## config.mk

```make
export PLATFORM = sky130hd
export DESIGN_NAME = fp_cmp_reduce
export DESIGN_NICKNAME = d
export VERILOG_FILES = /design/src/rtl/fp_cmp_reduce.sv
export SDC_FILE = /design/constraint.sdc
export NUM_CORES = 1
export LEC_CHECK = 0
export CAP_MARGIN = 10
export CORE_MARGIN = 2
export CORE_UTILIZATION = 55
export CTS_BUF_LIST = sky130_fd_sc_hd__clkbuf_8
export CTS_CLUSTER_SIZE = 12
export DETAILED_ROUTE_END_ITERATION = 6
export PLACE_DENSITY = 0.8
export SKIP_CTS_REPAIR_TIMING = 1
export SLEW_MARGIN = 20
export SYNTH_ARGS = -nofsm -noshare
export SYNTH_HDL_FRONTEND = slang
export SYNTH_SLANG_ARGS = --single-unit
```

## constraint.sdc

```tcl
create_clock -name clk -period 4.4 [get_ports clk]
set_clock_uncertainty 0.05 [all_clocks]
set_input_delay 0.66 -clock clk [delete_from_list [all_inputs] [get_ports clk]]
set_output_delay 0.66 -clock clk [all_outputs]
set_load 0.05 [all_outputs]
```

## src/rtl/fp_cmp_reduce.sv

```systemverilog
// Streaming floating-point max/min reduction: one element per accepted beat, result
// (extreme value, its index, element count, NaN and overflow flags) after the last one.
module fp_cmp_reduce #(
    parameter int unsigned EXP_W = 8,
    parameter int unsigned MAN_W = 23,
    parameter int unsigned IDX_W = 16,
    localparam int unsigned W    = 1 + EXP_W + MAN_W
) (
    input  logic             clk,
    input  logic             rstn,
    input  logic             i_valid,
    output logic             o_ready,
    input  logic [W-1:0]     i_data,
    input  logic             i_last,
    input  logic             i_mode,
    output logic             o_valid,
    input  logic             i_ready,
    output logic [W-1:0]     o_value,
    output logic [IDX_W-1:0] o_index,
    output logic [IDX_W-1:0] o_count,
    output logic             o_nan_err,
    output logic             o_ovf
);

    typedef enum logic [1:0] {StIdle, StAcc, StHold} state_e;

    localparam logic [IDX_W-1:0] CntMax = {IDX_W{1'b1}};
    localparam logic [W-1:0]     QNan   = {1'b0, {EXP_W{1'b1}}, 1'b1, {(MAN_W-1){1'b0}}};
    localparam logic [W-1:0]     SignBit = {1'b1, {(W-1){1'b0}}};

    function automatic logic is_nan(input logic [W-1:0] x);
        return (x[W-2 -: EXP_W] == {EXP_W{1'b1}}) && (x[MAN_W-1:0] != '0);
    endfunction

    // Order-preserving unsigned key; -0 folds onto +0 so the two compare equal.
    function automatic logic [W-1:0] key_f(input logic [W-1:0] x);
        if (x[W-2:0] == '0) begin
            return SignBit;
        end else if (x[W-1]) begin
            return ~x;
        end else begin
            return x ^ SignBit;
        end
    endfunction

    state_e state_q, state_d;

    logic [W-1:0]     best_q, best_d;
    logic [IDX_W-1:0] idx_q, idx_d;
    logic [IDX_W-1:0] cnt_q, cnt_d;
    logic             mode_q, mode_d;
    logic             nan_q, nan_d;
    logic             ovf_q, ovf_d;

    logic [W-1:0]     res_value_q, res_value_d;
    logic [IDX_W-1:0] res_index_q, res_index_d;
    logic [IDX_W-1:0] res_count_q, res_count_d;
    logic             res_nan_q, res_nan_d;
    logic             res_ovf_q, res_ovf_d;

    logic accept;
    logic [W-1:0] key_in, key_best;
    logic better;

    assign o_valid = (state_q == StHold);
    assign o_ready = (state_q == StHold) ? i_ready : 1'b1;
    assign accept  = i_valid && o_ready;

    assign key_in   = key_f(i_data);
    assign key_best = key_f(best_q);
    assign better   = mode_q ? (key_in < key_best) : (key_in > key_best);

    always_comb begin
        best_d      = best_q;
        idx_d       = idx_q;
        cnt_d       = cnt_q;
        mode_d      = mode_q;
        nan_d       = nan_q;
        ovf_d       = ovf_q;
        res_value_d = res_value_q;
        res_index_d = res_index_q;
        res_count_d = res_count_q;
        res_nan_d   = res_nan_q;
        res_ovf_d   = res_ovf_q;

        if (accept) begin
            // Accepting in IDLE or HOLD always starts a fresh vector.
            if (state_q != StAcc) begin
                best_d = i_data;
                idx_d  = '0;
                cnt_d  = IDX_W'(1);
                mode_d = i_mode;
                nan_d  = is_nan(i_data);
                ovf_d  = 1'b0;
            end else begin
                if (cnt_q == CntMax) begin
                    ovf_d = 1'b1;
                end else begin
                    cnt_d = cnt_q + IDX_W'(1);
                end
                if (!nan_q) begin
                    if (is_nan(i_data)) begin
                        nan_d = 1'b1;
                        idx_d = cnt_q;
                    end else if (better) begin
                        best_d = i_data;
                        idx_d  = cnt_q;
                    end
                end
            end

            if (i_last) begin
                res_value_d = nan_d ? QNan : best_d;
                res_index_d = idx_d;
                res_count_d = cnt_d;
                res_nan_d   = nan_d;
                res_ovf_d   = ovf_d;
            end
        end
    end

    always_comb begin
        state_d = state_q;
        unique case (state_q)
            StIdle: begin
                if (accept) begin
                    state_d = i_last ? StHold : StAcc;
                end
            end
            StAcc: begin
                if (accept && i_last) begin
                    state_d = StHold;
                end
            end
            StHold: begin
                if (accept) begin
                    state_d = i_last ? StHold : StAcc;
                end else if (i_ready) begin
                    state_d = StIdle;
                end
            end
            default: state_d = StIdle;
        endcase
    end

    always_ff @(posedge clk or negedge rstn) begin
        if (!rstn) begin
            state_q     <= StIdle;
            best_q      <= '0;
            idx_q       <= '0;
            cnt_q       <= '0;
            mode_q      <= 1'b0;
            nan_q       <= 1'b0;
            ovf_q       <= 1'b0;
            res_value_q <= '0;
            res_index_q <= '0;
            res_count_q <= '0;
            res_nan_q   <= 1'b0;
            res_ovf_q   <= 1'b0;
        end else begin
            state_q     <= state_d;
            best_q      <= best_d;
            idx_q       <= idx_d;
            cnt_q       <= cnt_d;
            mode_q      <= mode_d;
            nan_q       <= nan_d;
            ovf_q       <= ovf_d;
            res_value_q <= res_value_d;
            res_index_q <= res_index_d;
            res_count_q <= res_count_d;
            res_nan_q   <= res_nan_d;
            res_ovf_q   <= res_ovf_d;
        end
    end

    assign o_value   = res_value_q;
    assign o_index   = res_index_q;
    assign o_count   = res_count_q;
    assign o_nan_err = res_nan_q;
    assign o_ovf     = res_ovf_q;

endmodule

```

# Word-level counts from Yosys, hierarchy flattened
# Index checks and enable logic that the tools add are counted.
word_totals:
  reg_bits: 135
  in_bits: 38
  out_inout_bits: 68
  elab_cells: 66
classes:
  addsub: 1
  n_lt_le_gt_ge: 2
  n_eq_ne: 8
  mux: 29
  bitwise_logic: 4
  n_reduce_logical: 10
ops:
  columns: ["operator", "n"]
  rows:
  - ["$mux W32", 9]
  - ["$mux W16", 6]
  - ["$not A32 Y32", 2]
  - ["$logic_not A31 Y1", 2]
  - ["$gt A32 B32 Y1", 1]
  - ["$lt A32 B32 Y1", 1]
  - ["$reduce_bool A23 Y1", 1]
  - ["$add A16 B1 Y16 const B", 1]
  - ["$eq A16 B16 Y1 const B", 1]
  - ["$mux W2", 5]
  - ["$eq A8 B8 Y1 const B", 1]
  - ["$mux W1", 8]
  - ["$pmux W2 S3", 1]
  - ["$ne A2 B2 Y1 const B", 2]
  - ["$reduce_and A2 Y1", 2]
  - ["$logic_and A1 B1 Y1", 3]
  - ["$ne A3 B1 Y1 const B", 1]
  - ["$reduce_and A3 Y1", 1]
  - ["$eq A2 B1 Y1 const B", 1]
  - ["$eq A2 B2 Y1 const B", 1]
  - ["$logic_not A2 Y1", 1]
  - ["$ne A2 B1 Y1 const B", 1]
  - ["$not A1 Y1", 2]

# Logic depth before layout (Yosys ltp)
# Gate-level depths: netlist of run 1.
depth:
  ltp_word: 10
  mapped_depth: 15
  mapped_depth_nobuf: 12

# Worst setup path after synthesis of run 1
# Ideal clock, no wire load.
synth_path:
  path_type: "input -> register"
  from: "input i_data[17]"
  to: "register idx_q[15]"
  setup_ns: 0.131
  arrival_ns: 4.041
  required_time_ns: 4.219
  path_slack_ns: 0.178
  cell_stages: 14
  n_path_buf: 2
  cell_sequence: "nor4_1 -> nand4_1 -> nor3_1 -> clkbuf_1 -> nor2_1 -> ha_1 -> nand4_1 -> or4_1 -> a21o_1 -> a31oi_1 -> mux2_2 -> a31oi_4 -> buf_2 -> o32ai_1"
synth_between:
  elab_chain_len: 9
  word_cells_on_any_way: 13
  classes_between: "order compare: 2; mux: 7; bitwise: 1; reduce/logical: 3"
synth_rtl:
  columns: ["element", "line", "source"]
  rows:
  - ["from (decl)", "13", "input logic [W-1:0] i_data,"]
  - ["branches (longest 6 deep; another with $gt A32 B32 Y1)", null, null]
  - ["$mux W16 *", "102", "if (is_nan(i_data)) begin"]
  - ["$mux W16 *", "101", "if (!nan_q) begin"]
  - ["$mux W16 *", "88", "if (state_q != StAcc) begin"]
  - ["to (signal assigned)", "163", "idx_q <= idx_d;"]
  - ["to (decl)", "49", "logic [IDX_W-1:0] idx_q, idx_d;"]
# Mark *: on every way between the ends.
# A chain may end at the register's enable or synchronous reset.

# Worst setup path after layout of run 1
layout_path:
  from: "input i_data[17]"
  to: "register best_q[5]"
layout_between:
  elab_chain_len: 9
  word_cells_on_any_way: 13
  classes_between: "order compare: 2; mux: 7; bitwise: 1; reduce/logical: 3"
layout_rtl:
  columns: ["element", "line", "source"]
  rows:
  - ["branches (longest 6 deep; another with $gt A32 B32 Y1)", null, null]
  - ["$mux W32 *", "102", null]
  - ["$mux W32 *", "101", null]
  - ["$mux W32 *", "88", null]
  - ["to (signal assigned)", "162", "best_q <= best_d;"]
  - ["to (decl)", "48", "logic [W-1:0] best_q, best_d;"]
# Marks and branches as above.

==> results of run 1 <==
-- placed cells by master (no fill, tap or decap), types with 8 or more instances in the layout --
cell type / Yosys / layout
and2_1: 9 / 9
xor2_1: 38 / 38
nor2_1: 51 / 50
nand4_1: 30 / 30
clkdlybuf4s50_1: 0 / 103
and3_1: 8 / 8
a221o_1: 23 / 23
ha_1: 33 / 33
mux2i_1: 10 / 10
buf_4: 2 / 69
o211ai_1: 17 / 17
o21ai_0: 40 / 40
nand2_1: 135 / 135
a21oi_1: 27 / 27
mux2_2: 27 / 27
nor4_1: 14 / 13
nor2b_1: 29 / 29
xnor2_1: 35 / 35
a221oi_1: 9 / 9
inv_1: 37 / 37
o22ai_1: 15 / 15
dfrtp_1: 135 / 135
clkbuf_8: 0 / 19
nand3_1: 13 / 12
-- per-stage QoR --
step / instance area (um^2) / setup slack [ps] / hold WS [ps] / util [%] / TNS [ps]
2_1_floorplan: 7840 / 178 / 314 / - / 0
3_3_place_gp: 9470 / -445 / 417 / 68.2 / -37270
3_5_place_dp: 9470 / -490 / 420 / 68.2 / -42120
4_1_cts: 9980 / -57.0 / 208 / 71.9 / -1140
5_1_grt: 10000 / -5.82 / 251 / 72.3 / -22.9
6_report: 10000 / 174 / 189 / 72.3 / 0
-- routing by layer --
metal  wire length (um)  track usage (%)  up-vias
met5                  0                0        -
met4                468             11.2        0
met3               1150             4.47       37
met2               9860             45.4      243
met1               8760             36.6     3307
li1                   -                -     3260
-- sequential cells by signal, summed over array words and instances (netlist names), 2 cells and up --
name / flops
state_q: 2
best_q: 32
idx_q: 16
o_value: 32
o_index: 16
cnt_q: 16
o_count: 16
-- path summary, 6_finish.rpt --
path,slack (ps),cells past startpoint,to,startpoint
min in group clk,430,2,o_count[14],o_count[14]
hold reg to reg,430,2,o_count[14],o_count[14]
max in group asynchronous,3150,2,o_index[3],rstn
setup / recovery,170,16,best_q[5],i_data[17]
setup reg to reg,240,15,best_q[5],best_q[19]
hold / removal,190,1,o_value[18],rstn
-- cells by family after synthesis --
kind of cell               count (synthesis)
adders and majority gates                 33
buffers and inverters                     94
and+or+nand+nor                          312
muxes                                     37
DFF                                      135
xor gates and xnor gates                  73
AOI/OAI and AO/OA                        159
-- layout make-up --
cell class                      count  area, um^2  share of cell area (%)
Clock buffer                       19         262                    2.61
Clock inverter                     12         248                    2.47
Inverter                           37         139                    1.38
Multi-Input combinational cell    614        4100                    40.8
Sequential cell                   135        3380                    33.7
Tap cell                          180         225                    2.25
Timing Repair Buffer              180        1680                    16.8
-- power breakdown --
group | switching [mW] | internal, mW | leakage (nW)
Sequential | 0.244 | 1.50 | 1.73
Combinational | 1.51 | 1.15 | 2.38
Clock | 0.503 | 0.817 | 0.248
Total | 2.26 | 3.46 | 4.36
==> reports/qor.txt, run 1 <==
vias in the first global route: 6,779
Synth Area in Simple Gates: 19.0%
Gate Count Post-Synth: 843
Remaining DRCs: 0
Syn. warnings: 0
fmax: 237 MHz
Worst-Margin Slew: 832 ps
# diodes: 0
GRT Util Overall: 27.6%
Iter 0 DRT Violations: 497
syn_area_per_cell: 9.30 um^2
syn_nets: 914
distinct cell type count of the synthesized netlist: 49
Synth Flop Type: dfrtp_1
post-synth top area cell: dfrtp_1
compound-gate portion of the synthesized area: 14.2%
CTS tree: done
WP data required: 4690 ps
maximum fanout along the worst path: 15
placed instance count: 1,145
Worst-path clk slew: 80 ps
first-pass GRT wire length: 32,800 um
Power Dens Cells: 570 nW/um^2
Adder-Cell Fraction of Synth Area: 5.27%
crit path kind: input port to flop
Fin. Hold Viols: 0
mapped cell area: 7840 um^2
Clock Path Buffers: 2
final cell count without fillers: 1,177
share of cells above drive strength 1: 14.7%
worst skew pair latency: 460 ps
routability cong.: 0.912
DR pass1 iterations: 5
core area: 13,900 um^2
Hold Path Class: input port to async pin
total grt overflow: 0
# fillers: 1,018
Synth area leaders: dfrtp_1, nand2_1, ha_1
post-synthesis register bit count: 135
Synth top area share: 43.1%
Crit path max-delay family: simple AND/OR/NAND/NOR gates
Critical Path Start Type: input port
die height: 123 um
Post-synth EDFFs: 0
Leak Pwr: 4.36 nW
Slew headroom: 44.4%
Die X: 123 um
layout net count: 1,056
crit path DAT: 4520 ps
slowest CP cell: or4_1
Final setup viols: 0
crit end category: flop
max-cap violations: 0
post-synthesis mux area share: 5.16%
total die area: 15,200 um^2
drt wl/cell: 17.2 um
initial antenna violation count: 0
vias: 6,847
IO buf count: 105
Post-DP HPWL: 13,600 um
largest net degree at the start of global routing: 83
Critical path buffers and inverters: 4
max-slew violations: 0
Worst path max stage delay: 520 ps
Worst IR Drop VDD: 0.000287 V
H-tree level count: 4
Root Buffer: clkbuf_8
CTS buffer count: 17
clk sinks: 135
WL final: 20,200 um
Synth Area in XOR/XNOR: 8.16%
status: completed
Final Power: 5.72 mW
final worst path period need: 4230 ps
Async S/R FF share, synth: 100%
Post-synth top cells: dfrtp_1, nand2_1, nor2_1
worst path cell trace: clkdlybuf4s50_1, nor4_4, nand4_1, nor3_2, buf_6, nor2_1, ha_1, nand4_1, or4_1, a21o_1, a31oi_1, buf_4, o2111ai_1, nand3_2, clkbuf_16, mux2_2
drt via density: 5.82
post-synthesis sequential area ratio: 43.1%
I/O pins: 106
most used cell, CP: nand4_1
area grow syn2layout: 27.9%
Post-DRT Antenna Nets: 0
final period utilization: 96.0%
row count: 43
largest family of logic cells by synthesized area: simple AND/OR/NAND/NOR gates
initial core utilization: 56.5%
Note: power is estimated with default switching activity, not from simulation.
==> run 2: changes to the inputs <==
--- a/config.mk
+++ b/config.mk
@@ -11,6 +11,7 @@
 export CTS_BUF_LIST = sky130_fd_sc_hd__clkbuf_8
 export CTS_CLUSTER_SIZE = 12
 export DETAILED_ROUTE_END_ITERATION = 6
+export GPL_ROUTABILITY_DRIVEN = 0
 export PLACE_DENSITY = 0.8
 export SKIP_CTS_REPAIR_TIMING = 1
 export SLEW_MARGIN = 20
==> results of run 2 <==
No change in the layout: final DEF, timing and power equal those of run 1.
